<file path="config.mk">
export PLATFORM = sky130hd
export DESIGN_NAME = mem_arbiter
export DESIGN_NICKNAME = d
export VERILOG_FILES = /design/src/rtl/mem_arbiter.sv
export SDC_FILE = /design/constraint.sdc
export NUM_CORES = 1
export LEC_CHECK = 0
export BUFFER_PORTS_ARGS = -buffer_cell sky130_fd_sc_hd__clkbuf_2
export CORE_MARGIN = 5
export CORE_UTILIZATION = 51
export DETAILED_ROUTE_END_ITERATION = 12
export PLACE_DENSITY = 0.86
export SETUP_SLACK_MARGIN = 0.1
export SLEW_MARGIN = 20
export SYNTH_ARGS = -nofsm -noshare
export SYNTH_HDL_FRONTEND = slang
export SYNTH_SLANG_ARGS = --single-unit
export TNS_END_PERCENT = 30
</file>
<file path="constraint.sdc">
create_clock -name clk -period 4.7 [get_ports clk]
set_input_delay 0.705 -clock clk [delete_from_list [all_inputs] [get_ports clk]]
set_output_delay 0.705 -clock clk [all_outputs]
set_load 0.03 [all_outputs]
</file>
<file path="src/rtl/mem_arbiter.sv">
// Round-robin arbiter and sequencer that shares one fixed-latency memory port
// between the instruction-fetch and data requesters of a multicycle core.
module mem_arbiter #(
  parameter int AW  = 32,
  parameter int DW  = 32,
  parameter int LAT = 2
) (
  input  logic          clk,
  input  logic          clr,
  input  logic          if_req,
  input  logic [AW-1:0] if_addr,
  output logic [DW-1:0] if_rdata,
  output logic          if_ack,
  input  logic          dm_req,
  input  logic          dm_we,
  input  logic [AW-1:0] dm_addr,
  input  logic [DW-1:0] dm_wdata,
  output logic [DW-1:0] dm_rdata,
  output logic          dm_ack,
  output logic          mem_en,
  output logic          mem_we,
  output logic [AW-1:0] mem_addr,
  output logic [DW-1:0] mem_wdata,
  input  logic [DW-1:0] mem_rdata,
  output logic          busy
);
  typedef enum logic [1:0] {IDLE, ACCESS, WAIT, DONE} state_t;
  localparam logic [3:0] CNT_INIT = 4'(LAT - 1);

  state_t        state_q, state_d;
  logic          owner_dm_q, owner_dm_d;
  logic          last_dm_q, last_dm_d;
  logic [3:0]    cnt_q, cnt_d;
  logic          mem_en_q, mem_en_d, mem_we_q, mem_we_d;
  logic [AW-1:0] mem_addr_q, mem_addr_d;
  logic [DW-1:0] mem_wdata_q, mem_wdata_d;
  logic [DW-1:0] if_rdata_q, if_rdata_d, dm_rdata_q, dm_rdata_d;
  logic          if_ack_q, if_ack_d, dm_ack_q, dm_ack_d, busy_q, busy_d;
  logic          win_dm;

  // On a tie the requester that was not granted last wins.
  assign win_dm = dm_req & (~if_req | ~last_dm_q);

  always_comb begin
    state_d     = state_q;
    owner_dm_d  = owner_dm_q;
    last_dm_d   = last_dm_q;
    cnt_d       = cnt_q;
    mem_en_d    = 1'b0;
    mem_we_d    = mem_we_q;
    mem_addr_d  = mem_addr_q;
    mem_wdata_d = mem_wdata_q;
    if_rdata_d  = if_rdata_q;
    dm_rdata_d  = dm_rdata_q;
    if_ack_d    = 1'b0;
    dm_ack_d    = 1'b0;
    case (state_q)
      IDLE: begin
        // The memory-side registers double as the latched request, so the
        // strobe and its qualifiers appear together in the ACCESS cycle.
        if (if_req | dm_req) begin
          owner_dm_d = win_dm;
          mem_en_d   = 1'b1;
          mem_we_d   = win_dm & dm_we;
          mem_addr_d = win_dm ? dm_addr : if_addr;
          if (win_dm) mem_wdata_d = dm_wdata;
          state_d    = ACCESS;
        end
      end
      ACCESS: begin
        cnt_d   = CNT_INIT;
        state_d = WAIT;
      end
      WAIT: begin
        if (cnt_q == 4'd0) begin
          if (!mem_we_q) begin
            if (owner_dm_q) dm_rdata_d = mem_rdata;
            else            if_rdata_d = mem_rdata;
          end
          dm_ack_d = owner_dm_q;
          if_ack_d = ~owner_dm_q;
          state_d  = DONE;
        end else begin
          cnt_d = cnt_q - 4'd1;
        end
      end
      DONE: begin
        last_dm_d = owner_dm_q;
        state_d   = IDLE;
      end
      default: state_d = IDLE;
    endcase
    busy_d = (state_d != IDLE);
  end

  always_ff @(posedge clk or negedge clr) begin
    if (!clr) begin
      state_q     <= IDLE;
      owner_dm_q  <= 1'b0;
      last_dm_q   <= 1'b0;
      cnt_q       <= 4'd0;
      mem_en_q    <= 1'b0;
      mem_we_q    <= 1'b0;
      mem_addr_q  <= '0;
      mem_wdata_q <= '0;
      if_rdata_q  <= '0;
      dm_rdata_q  <= '0;
      if_ack_q    <= 1'b0;
      dm_ack_q    <= 1'b0;
      busy_q      <= 1'b0;
    end else begin
      state_q     <= state_d;
      owner_dm_q  <= owner_dm_d;
      last_dm_q   <= last_dm_d;
      cnt_q       <= cnt_d;
      mem_en_q    <= mem_en_d;
      mem_we_q    <= mem_we_d;
      mem_addr_q  <= mem_addr_d;
      mem_wdata_q <= mem_wdata_d;
      if_rdata_q  <= if_rdata_d;
      dm_rdata_q  <= dm_rdata_d;
      if_ack_q    <= if_ack_d;
      dm_ack_q    <= dm_ack_d;
      busy_q      <= busy_d;
    end
  end

  assign mem_en    = mem_en_q;
  assign mem_we    = mem_we_q;
  assign mem_addr  = mem_addr_q;
  assign mem_wdata = mem_wdata_q;
  assign if_rdata  = if_rdata_q;
  assign dm_rdata  = dm_rdata_q;
  assign if_ack    = if_ack_q;
  assign dm_ack    = dm_ack_q;
  assign busy      = busy_q;

endmodule

</file>
==> results.md, run 1 <==
* Outcome: complete, no violations
* Die width at between 100 and 150 um
* Effective utilization at floorplan at 51.8%
* Residual DRC count at 0
* Routability Congestion at 0.844
* Area delta synth->final at 32.4%
* DIE AREA at 0.0139 mm^2
* Setup WS pre-CTS at ~2000 ps
* Clock sink total at 141
* Synthesized cell area at 0.00592 mm^2
* DRT Pass-1 Iters at 4
* Net switching power at 2.96 mW
* #FFs+latches synth at 141
* GRT Residual Overflow at 0
* Reg power frac at 32.7%
* HPWL after DPL at 11600 um
* Syn avg cell area at 13.7 um^2
* Crit path launch type: register
* Net Sw Frac at 43.5%
* LEAKAGE at 4.15 nW
* Antenna diode count at 0
* Sequential share of the synthesized area at 59.6%
* DR vias/cell at 5.26
* Final instance area at 0.00784 mm^2
* Peak supply drop at 0.559 mV
* R2R depth at 7
* Power Dens Cells at 868 mW/mm^2
* H-tree Lvls at 4
* ANT nets after route at 0
* Slew HR at 26.0%
* Mapped Cells at 432
* DR vias at around 4500
* RR Endpoint: mem_addr[29]
* WL per Instance at roughly 19 um
* Worst-path fanout max at 34
* Crit Path Category: reg -> reg
* Clock root cell: clkbuf_16
* Synthesis Warnings at 0
* Row count at 39
* First-pass GRT wire length at 25400 um
* Cts bufs inserted at 17
* RSZ-0062 raised after global routing: false
* Critical Path RT at ~5000 ps
* Layout cells sized above 1 at 57.0%
* Clock Tree Buf Depth at 2
* Final hold slack at 392 ps
* Initial drt markers at 273
* Syn_nets at 570
* Antenna violations before repair at 0
* Vias in the first global route at 4816
* Finish-stage setup viols at 0
* EDFF count, synth at 0
* Setup crit end kind: register
* HP Class: in -> async
* CP Depth at 7
* Die Height at approximately 120 um
* Post-route minimum period at 2700 ps
* # IOs at ~270
* CP top delay family: buffers and inverters
* Post-CTS setup buffer count at 0
* Arr. time, crit path at 2980 ps
* Max Freq at approximately 370 MHz
* Part of the power in the clock network at 18.7%
* Pint at 3.84 mW
* Clock transition at the registers of the reported paths at 60 ps
* Post-cts hold buffer count at 0
* Post-route setup TNS at 0 ps
* Comb power frac at 48.6%
* Worst path max stage delay at 830 ps
* Worst skew pair latency at 410 ps
* Area after DPL at 0.00726 mm^2
* Buf+Inv Stages, Crit Path at 3
* Post-route clock period utilization at 57.4%
* Yosys cell types at 30
* Ys flop type: dfrtp_1
* Slew Limit Fails at 0
* Worst Skew at 5.80 ps
* CTS tree: built
* Power Total at slightly below 7 mW
* Critical-path cell list: inv_1 > ha_1 > o21ai_2 > buf_4 > clkinv_1 > nor2_1 > a21oi_1
* Slack of the worst reg-to-reg path at between 2000 and 2500 ps
* Max_cap viols at 0
* Total GRT Usage at between 20% and 30%
* Tightest Pin Transition at 1110 ps
* Nets at 835
* I/O Buffers at between 200 and 300
* Fraction of registers with async set/reset at 100%
* Largest net degree at the start of global routing at 110
* Reg-to-reg startpoint: state_q[0]
* Final WL at 16100 um
* Core box area at 0.0114 mm^2
* Setup WS post-layout at 2000 ps
* Hold Fails Final Rpt at 0
* CP max-delay cell: clkinv_1
* # resized after CTS at 0
[cells in the mapped netlist (2+ instances only)]
cell type | instances | area share (%)
buf_2 | 2 | 0.17
clkbuf_1 | 12 | 0.76
nand2_1 | 34 | 2.2
ha_1 | 5 | 1.1
mux2_4 | 60 | 15
nor2_1 | 39 | 2.5
a22o_1 | 3 | 0.44
a21oi_1 | 64 | 5.4
mux2_2 | 38 | 7.2
inv_1 | 5 | 0.32
o21ai_0 | 4 | 0.34
buf_12 | 6 | 2.0
buf_6 | 2 | 0.38
or3_1 | 2 | 0.21
dfrtp_1 | 141 | 60
[stage by stage]
| step | std cells | util, % |
|---|---|---|
| 4_1_cts | 853 | 68.6 |
| 3_3_place_gp | 821 | 63.6 |
| 3_5_place_dp | 821 | 63.6 |
| 5_1_grt | 853 | 68.6 |
| 6_report | 853 | 68.6 |
| 2_1_floorplan | 432 | - |
[cells in the final DEF (no fill, tap or decap), types with 2 or more instances in the layout]
| cell type | count |
|---|---|
| clkbuf_8 | 4 |
| clkbuf_16 | 17 |
| clkbuf_2 | 264 |
| a22o_1 | 3 |
| ha_1 | 5 |
| mux2_4 | 60 |
| or3_2 | 2 |
| nor2_1 | 39 |
| buf_4 | 4 |
| inv_1 | 5 |
| o21ai_0 | 4 |
| clkinv_2 | 4 |
| dfrtp_1 | 141 |
| clkinvlp_4 | 4 |
| mux2_2 | 38 |
| a21oi_1 | 64 |
| nand2_1 | 34 |
[worst reg2reg max path, cell delays in order, from the launching register on]
cell and delay (ps):
dfrtp_1 420, inv_1 80, ha_1 280, o21ai_2 80, buf_4 340, clkinv_1 840
nor2_1 420, a21oi_1 100
[power by group through the flow]
stage	combinational [mW]	clock, mW	sequential (mW)
3_5_place_dp	3.31	0	2.22
3_3_place_gp	3.23	0	2.17
4_1_cts	3.34	1.30	2.22
2_1_floorplan	1.22	0	3.32
5_1_grt	3.50	1.36	2.29
6_report	3.30	1.27	2.23
[final cells by class]
| cell class | instances | area, um^2 |
|---|---|---|
| flip-flops and latches | 141 | 3530 |
| fillers | 776 | 3580 |
| clock buffers | 22 | 484 |
| clock inverters | 10 | 88.8 |
| well taps | 143 | 179 |
| multi-input cells | 262 | 2170 |
| repair buffers | 269 | 1360 |
| inverters | 6 | 22.5 |
[worst max-delay path by stage]
stage,startpoint,endpoint
final,state_q[0],mem_addr[29]
after global routing,state_q[0],mem_addr[29]
after CTS,state_q[0],mem_addr[29]
after detailed placement,if_req,mem_addr[26]
after global placement,if_req,owner_dm_q
after floorplan,state_q[0],if_rdata[10]
[routing by layer]
metal  vias to the layer above  part of all wire (%)  GRT usage, %
li1                       2023                     -             -
met1                      2172                    37          26.1
met2                       263                    50          39.4
met3                        26                   9.8          9.32
met4                         0                   2.7          9.82
met5                         -                     0             0
[sequential cells by signal, indices dropped and copies added, names as in the netlist, 2 cells and up]
register / cells
dm_rdata: 32
if_rdata: 32
mem_addr: 32
mem_wdata: 32
cnt_q: 4
state_q: 2
[cells by family (layout without fill, tap and decap cells)]
family / after synthesis / after routing / synth area share (%)
simple gates: 82 / 82 / 5.98
mux: 99 / 99 / 22.6
compound gates: 76 / 76 / 6.93
buf+inv: 29 / 307 / 3.78
fa+ha+maj: 5 / 5 / 1.06
flops: 141 / 141 / 59.6
Note: power is estimated with default switching activity, not from simulation.
==> run 2, diff against run 1 <==
--- a/config.mk
+++ b/config.mk
@@ -5,11 +5,12 @@
 export SDC_FILE = /design/constraint.sdc
 export NUM_CORES = 1
 export LEC_CHECK = 0
+export ABC_AREA = 1
 export BUFFER_PORTS_ARGS = -buffer_cell sky130_fd_sc_hd__clkbuf_2
 export CORE_MARGIN = 5
-export CORE_UTILIZATION = 51
+export CORE_UTILIZATION = 48
 export DETAILED_ROUTE_END_ITERATION = 12
-export PLACE_DENSITY = 0.86
+export PLACE_DENSITY = 0.8
 export SETUP_SLACK_MARGIN = 0.1
 export SLEW_MARGIN = 20
 export SYNTH_ARGS = -nofsm -noshare
==> constraint.sdc (replaced) <==
create_clock -name clk -period 2.55 [get_ports clk]
set_input_delay 0.3825 -clock clk [delete_from_list [all_inputs] [get_ports clk]]
set_output_delay 0.3825 -clock clk [all_outputs]
set_load 0.03 [all_outputs]
==> run 2 against run 1 <==
  * Fmax up 35%
  * Non-clock buffer count up 7
  * Critical path depth down 1
  * Worst hold slack worse by 210 ps
  * Synthesized cell count up 43%
  * Die area up 14%
  * Register-to-register slack worse by 1500 ps
  * First-iteration DRC count down 7.0%
  * Sequential power up 79%
  * Critical path type unchanged
  * Largest cell class unchanged
  * Largest power group unchanged
==> results.md, run 2 <==
* Outcome: complete, no violations
* Crit path launch type: register
* #FFs+latches synth at 141 (unchanged)
* Mapped Cells at 618 (+43%)
* Routability Congestion at 0.805 (-4.6%)
* Area after DPL at 0.00778 mm^2 (+7.1%)
* Die Height at 126 um (+6.6%)
* Final instance area at 0.00848 mm^2 (+8.2%)
* Total GRT Usage at 20.1% (-3.2 points)
* Most common cell after layout, fill and taps aside: clkbuf_2
* Clock sink total at 141 (unchanged)
* Worst skew pair latency at 410 ps (about the same)
* First-pass GRT wire length at 25300 um (-0.57%)
* DRT Pass-1 Iters at 4 (unchanged)
* Effective utilization at floorplan at 48.6% (-3.2 points)
* Residual DRC count at 0 (unchanged)
* Clock root cell: clkbuf_16
* Clock transition at the registers of the reported paths at 60 ps (about the same)
* Worst path max stage delay at 540 ps (-290 ps)
* Post-route setup TNS at 0 ps (unchanged)
* Reg-to-reg startpoint: state_q[0]
* Row count at 42 (+7.7%)
* Hold path depth at 3
* HPWL after DPL at 11500 um (-0.98%)
* Tightest Pin Transition at 665 ps (-444 ps)
* CP max-delay cell: nand3_2
* Fraction of registers with async set/reset at 100% (unchanged)
* Post-route clock period utilization at 78.5% (+21 points)
* H-tree Lvls at 4 (unchanged)
* Yosys cell types at 31 (+3.3%)
* I/O Buffers at 265 (unchanged)
* ANT nets after route at 0 (unchanged)
* Buf+Inv Stages, Crit Path at 2 (-1)
* Slew Limit Fails at 0 (unchanged)
* Syn_nets at 756 (+33%)
* Top layer in use: met4
* Critical Path RT at 2850 ps (-2130 ps)
* Final WL at 15600 um (-3.6%)
* Post-CTS setup buffer count at 0 (unchanged)
* Synthesis Warnings at 0 (unchanged)
* Setup crit end kind: register
* Routed wl met2 at 7500 um (-7.9%)
* Syn avg cell area at 10.4 um^2 (-24%)
* LEAKAGE at 4.49 nW (+8.2%)
* Hold wc startpoint: dm_wdata[25]
* Core box area at 0.0132 mm^2 (+16%)
* Antenna violations before repair at 0 (unchanged)
* Max Freq at 500 MHz (+35%)
* Ys flop type: dfrtp_1
* Finish-stage setup viols at 0 (unchanged)
* Antenna diode count at 0 (unchanged)
* CP top delay family: simple AND/OR/NAND/NOR gates
* Routed wl met3 at 1380 um (-13%)
* Arr. time, crit path at 2300 ps (-680 ps)
* Synth area leaders: dfrtp_1, o21ai_2, nand2_1
* RSZ-0062 raised after global routing: false
* HP Class: in -> reg
* Worst-path fanout max at 37 (+8.8%)
* Cell type with the largest total area after synthesis: dfrtp_1
* Worst Skew at 5.35 ps (-0.451 ps)
* DR vias/cell at 4.81 (-8.5%)
* Synth top cells by count: dfrtp_1, nand2_1, inv_1
* EDFF count, synth at 0 (unchanged)
* Max_cap viols at 0 (unchanged)
* Initial drt markers at 254 (-7.0%)
* Hold Fails Final Rpt at 0 (unchanged)
* Cts bufs inserted at 17 (unchanged)
* Post-route minimum period at 2000 ps (-698 ps)
* Commonest non-fill, non-tap cells in the layout: clkbuf_2, dfrtp_1, nand2_1, inv_1, o21ai_2
* M1 wire length at 6240 um (+4.4%)
* Layout cells sized above 1 at 45.8% (-11 points)
* # resized after CTS at 0 (unchanged)
* Peak supply drop at 0.642 mV (+15%)
* Most common cell in the netlist: dfrtp_1
* Power Dens Cells at 1520 mW/mm^2 (+76%)
* Hold path endpoint: mem_wdata[25]
* Slew HR at 55.6% (+30 points)
* Die width at 126 um (+6.6%)
* Slack of the worst reg-to-reg path at 550 ps (-1450 ps)
* Synth top area share at 55.1% (-4.6 points)
* WL per Instance at 14.6 um (-23%)
* CTS tree: built
* Synthesized cell area at 0.00641 mm^2 (+8.3%)
* Critical-path cell list: inv_1 > ha_1 > nand3_2 > buf_4 > nand2_1 > o21ai_1
* R2R depth at 6 (-1)
* DR vias at 5120 (+14%)
* Crit Path Category: reg -> reg
* RR Endpoint: mem_wdata[21]
* Critical Path Start: state_q[0]
* DIE AREA at 0.0158 mm^2 (+14%)
* Nets at 1014 (+21%)
* GRT Residual Overflow at 0 (unchanged)
* Area delta synth->final at 32.4% (about the same)
* # IOs at 266 (unchanged)
* Post-cts hold buffer count at 1 (+1)
* Clock Tree Buf Depth at 2 (unchanged)
* Largest net degree at the start of global routing at 73 (-34%)
* Sequential share of the synthesized area at 55.1% (-4.6 points)
* Vias in the first global route at 5262 (+9.3%)
## run 2: how the worst max path moves through the flow
stage | end | slack, ps | depth (start not counted)
after floorplan | if_rdata[23] | 1090 | 9
after global placement | mem_wdata[25] | 650 | 6
after detailed placement | mem_wdata[21] | 570 | 6
after CTS | mem_wdata[21] | 560 | 6
after global routing | mem_wdata[22] | 360 | 6
final | mem_wdata[21] | 550 | 6
## run 2: stage by stage
step / setup slack (ps) / hold WS (ps) / total power [mW] / utilization [%] / cells
after global placement: 648 / 288 / 10.0 / 59.0 / 1032
after floorplan: 1090 / 86.9 / 8.50 / - / 618
after detailed placement: 572 / 286 / 10.2 / 59.0 / 1032
after global routing: 355 / 170 / 13.7 / 64.3 / 1065
after CTS: 557 / 158 / 13.1 / 64.3 / 1065
final: 549 / 179 / 12.9 / 64.3 / 1065
## run 2: worst min-delay path, delay by kind of cell
family | cells | cell delay [ps]
compound gates | 1 | 50
buf+inv | 2 | 120
## run 2: cell families after synthesis
logic type / synth area share (%)
buffers and inverters: 9.20
adder cells (fa/ha/maj): 0.976
AO/OA/AOI/OAI: 19.8
XOR/XNOR: 0.137
AND/OR/NAND/NOR: 14.9
flip-flops: 55.1
## run 2: power breakdown
group	switching (mW)	total [mW]	internal, mW
clock	0.892	2.83	1.94
sequential	0.646	4.00	3.35
combinational	4.21	6.11	1.90
total	5.75	12.9	7.19
## run 2: area by class of cell
type                            instances  area [um^2]
Multi-Input combinational cell        364         2290
Sequential cell                       141         3530
Fill cell                            1050         4710
Inverter                               76          285
Timing Repair Buffer                  276         1470
Tap cell                              176          220
Clock buffer                           22          484
Clock inverter                         10          206
## run 2: routing by layer
layer / GRT usage (%) / up-vias
li1: - / 2520
met1: 23.7 / 2349
met2: 32.9 / 216
met3: 7.29 / 35
met4: 9.06 / 0
met5: 0 / -
==> run 3, diff against run 2 <==
==> constraint.sdc (replaced) <==
create_clock -name clk -period 2.05 [get_ports clk]
set_input_delay 0.3075 -clock clk [delete_from_list [all_inputs] [get_ports clk]]
set_output_delay 0.3075 -clock clk [all_outputs]
set_load 0.03 [all_outputs]
==> run 3 against run 2 <==
  * Count of clock-buffer cells in the layout decreased by 1
  * Wire length decreased by 1.5%
  * First-iteration DRC count increased by 30%
  * Global-route usage decreased by 0.32 points
  * Register-to-register slack got worse by 280 ps
  * Combinational power increased by 26%
  * Critical endpoint is now if_rdata[29]
==> results.md, run 3 (same netlist as run 2, synthesis figures left out) <==
* Worst skew pair latency at 410 ps (about the same)
* Clock sink total at 141 (unchanged)
* # resized after CTS at 0 (unchanged)
* Max_cap viols at 0 (unchanged)
* Hold Fails Final Rpt at 0 (unchanged)
* DR vias at 5070 (-0.98%)
* Die Height at 126 um (unchanged)
* Clock Tree Buf Depth at 2 (unchanged)
* Initial drt markers at 329 (+30%)
* First-pass GRT wire length at 25300 um (about the same)
* Effective utilization at floorplan at 48.6% (unchanged)
* Worst-path fanout max at 64 (+73%)
* Final WL at 15300 um (-1.5%)
* GRT Residual Overflow at 0 (unchanged)
* Clock root cell: clkbuf_16
* Core box area at 0.0132 mm^2 (unchanged)
* Cts bufs inserted at 17 (unchanged)
* Area delta synth->final at 32.0%
* Total GRT Usage at 19.8% (-0.32 points)
* CTS tree: built
* I/O Buffers at 265 (unchanged)
* # IOs at 266 (unchanged)
* Largest net degree at the start of global routing at 67 (-8.2%)
* Worst Skew at 8.64 ps (+3.29 ps)
* Antenna violations before repair at 0 (unchanged)
* RSZ-0062 raised after global routing: false
* Part of the power in the clock network at 19.3% (-2.6 points)
* Setup crit end kind: register
* Nets at 1016 (+0.20%)
* Pint at 8.46 mW (+18%)
* WL per Instance at 14.4 um (-1.6%)
* Arr. time, crit path at 2080 ps (-220 ps)
* Clock transition at the registers of the reported paths at 60 ps (about the same)
* Reg power frac at 31.6% (+0.7 points)
* Commonest non-fill, non-tap cells in the layout: clkbuf_2, dfrtp_1, nand2_1, inv_1, o21ai_2
* Net Sw Frac at 45.9% (+1.4 points)
* DR vias/cell at 4.76 (-1.1%)
* Post-route setup TNS at 0 ps (unchanged)
* Residual DRC count at 0 (unchanged)
* Die width at 126 um (unchanged)
* H-tree Lvls at 4 (unchanged)
* Layout cells sized above 1 at 45.8% (+0.061 points)
* Peak supply drop at 0.982 mV (+53%)
* Post-route clock period utilization at 87.1% (+8.6 points)
* Slew Limit Fails at 0 (unchanged)
* Max Freq at 560 MHz (+12%)
* Slew HR at 60.1% (+4.4 points)
* Tightest Pin Transition at 597 ps (-67.9 ps)
* Vias in the first global route at 5200 (-1.2%)
* Critical Path RT at 2340 ps (-510 ps)
* Most common cell after layout, fill and taps aside: clkbuf_2
* HP Class: in -> reg
* Fill cell count at 1093 (+4.1%)
* Antenna diode count at 0 (unchanged)
* Crit path launch type: register
* Comb power frac at 49.1% (+1.9 points)
* LEAKAGE at 4.46 nW (-0.62%)
* Routability Congestion at 0.792 (-1.7%)
* Post-route minimum period at 1790 ps (-216 ps)
* Power Dens Cells at 1850 mW/mm^2 (+21%)
* ANT nets after route at 0 (unchanged)
* Net switching power at 7.17 mW (+25%)
* HPWL after DPL at 11300 um (-1.8%)
* Outcome: complete, no violations
* Power Total at 15.6 mW (+21%)
* DRT Pass-1 Iters at 4 (unchanged)
* Crit Path Category: reg -> reg
* DIE AREA at 0.0158 mm^2 (unchanged)
* Finish-stage setup viols at 0 (unchanged)
* Row count at 42 (unchanged)
[run 3: cell count changes in the layout (fill, tap and decap cells not counted), sizes merged]
cell and delta:
clkinvlp +3, bufinv -4, buf +1, nand3 +1
clkinv +1, clkbuf -1
[run 3: stage by stage]
step                      hold slack [ps]  cells  util [%]  setup WS, ps  instance area (um^2)
after floorplan                      11.9    618         -           591                  6410
after global placement                207   1033      59.5           319                  7850
after detailed placement              208   1033      59.5           241                  7850
after CTS                            91.0   1065      64.0           232                  8450
after global routing                  105   1066      64.1           101                  8460
final                                 105   1066      64.1           265                  8460
[run 3: final cells by class]
| type | instances | area, um^2 | area share [%] |
|---|---|---|---|
| inverters | 76 | 285 | 3.37 |
| clock inverters | 10 | 114 | 1.35 |
| multi-input cells | 365 | 2300 | 27.2 |
| well taps | 176 | 220 | 2.60 |
| repair buffers | 277 | 1540 | 18.2 |
| clock buffers | 21 | 470 | 5.56 |
| flip-flops and latches | 141 | 3530 | 41.7 |
[run 3: critical path: stages, from the launching register on]
cell,delay (ps)
dfrtp_1,410
inv_1,110
ha_1,420
inv_2,70
nor2_2,130
nand3_4,90
buf_12,210
nand2_1,120
o21ai_2,50
[run 3: what timing repair did]
| action | CTS | global route |
|---|---|---|
| hold buffers | 1 | 0 |
| endpoints found under the hold margin | 29 | 0 |
| setup buffers | 0 | 0 |
| endpoints found under the setup margin | 0 | 1 |
[run 3: path summary, 6_finish.rpt]
| check | start | end | slack (ps) | depth (start not counted) |
|---|---|---|---|---|
| min in group asynchronous | clr | if_rdata[6] | 340 | 2 |
| setup / recovery | state_q[0] | if_rdata[29] | 260 | 8 |
| hold / removal | dm_wdata[22] | mem_wdata[22] | 100 | 3 |
| max in group asynchronous | clr | mem_addr[22] | 1040 | 3 |
| hold reg to reg | if_rdata[18] | if_rdata[18] | 480 | 2 |
| setup reg to reg | state_q[0] | if_rdata[29] | 260 | 8 |
[run 3: metal layers]
layer,track usage (%),share of wire (%),vias up
li1,-,-,2520
met1,25.0,42,2331
met2,31.6,49,197
met3,6.52,7.4,22
met4,7.65,1.9,0
met5,0,0,-
[run 3: power groups by stage]
| stage | registers (mW) | clock network (mW) | logic (mW) |
|---|---|---|---|
| final | 4.94 | 3.01 | 7.67 |
| after global routing | 5.12 | 3.20 | 8.27 |
| after CTS | 4.95 | 3.08 | 7.74 |
| after detailed placement | 4.96 | 0 | 7.74 |
| after global placement | 4.94 | 0 | 7.57 |
| after floorplan | 7.46 | 0 | 3.12 |
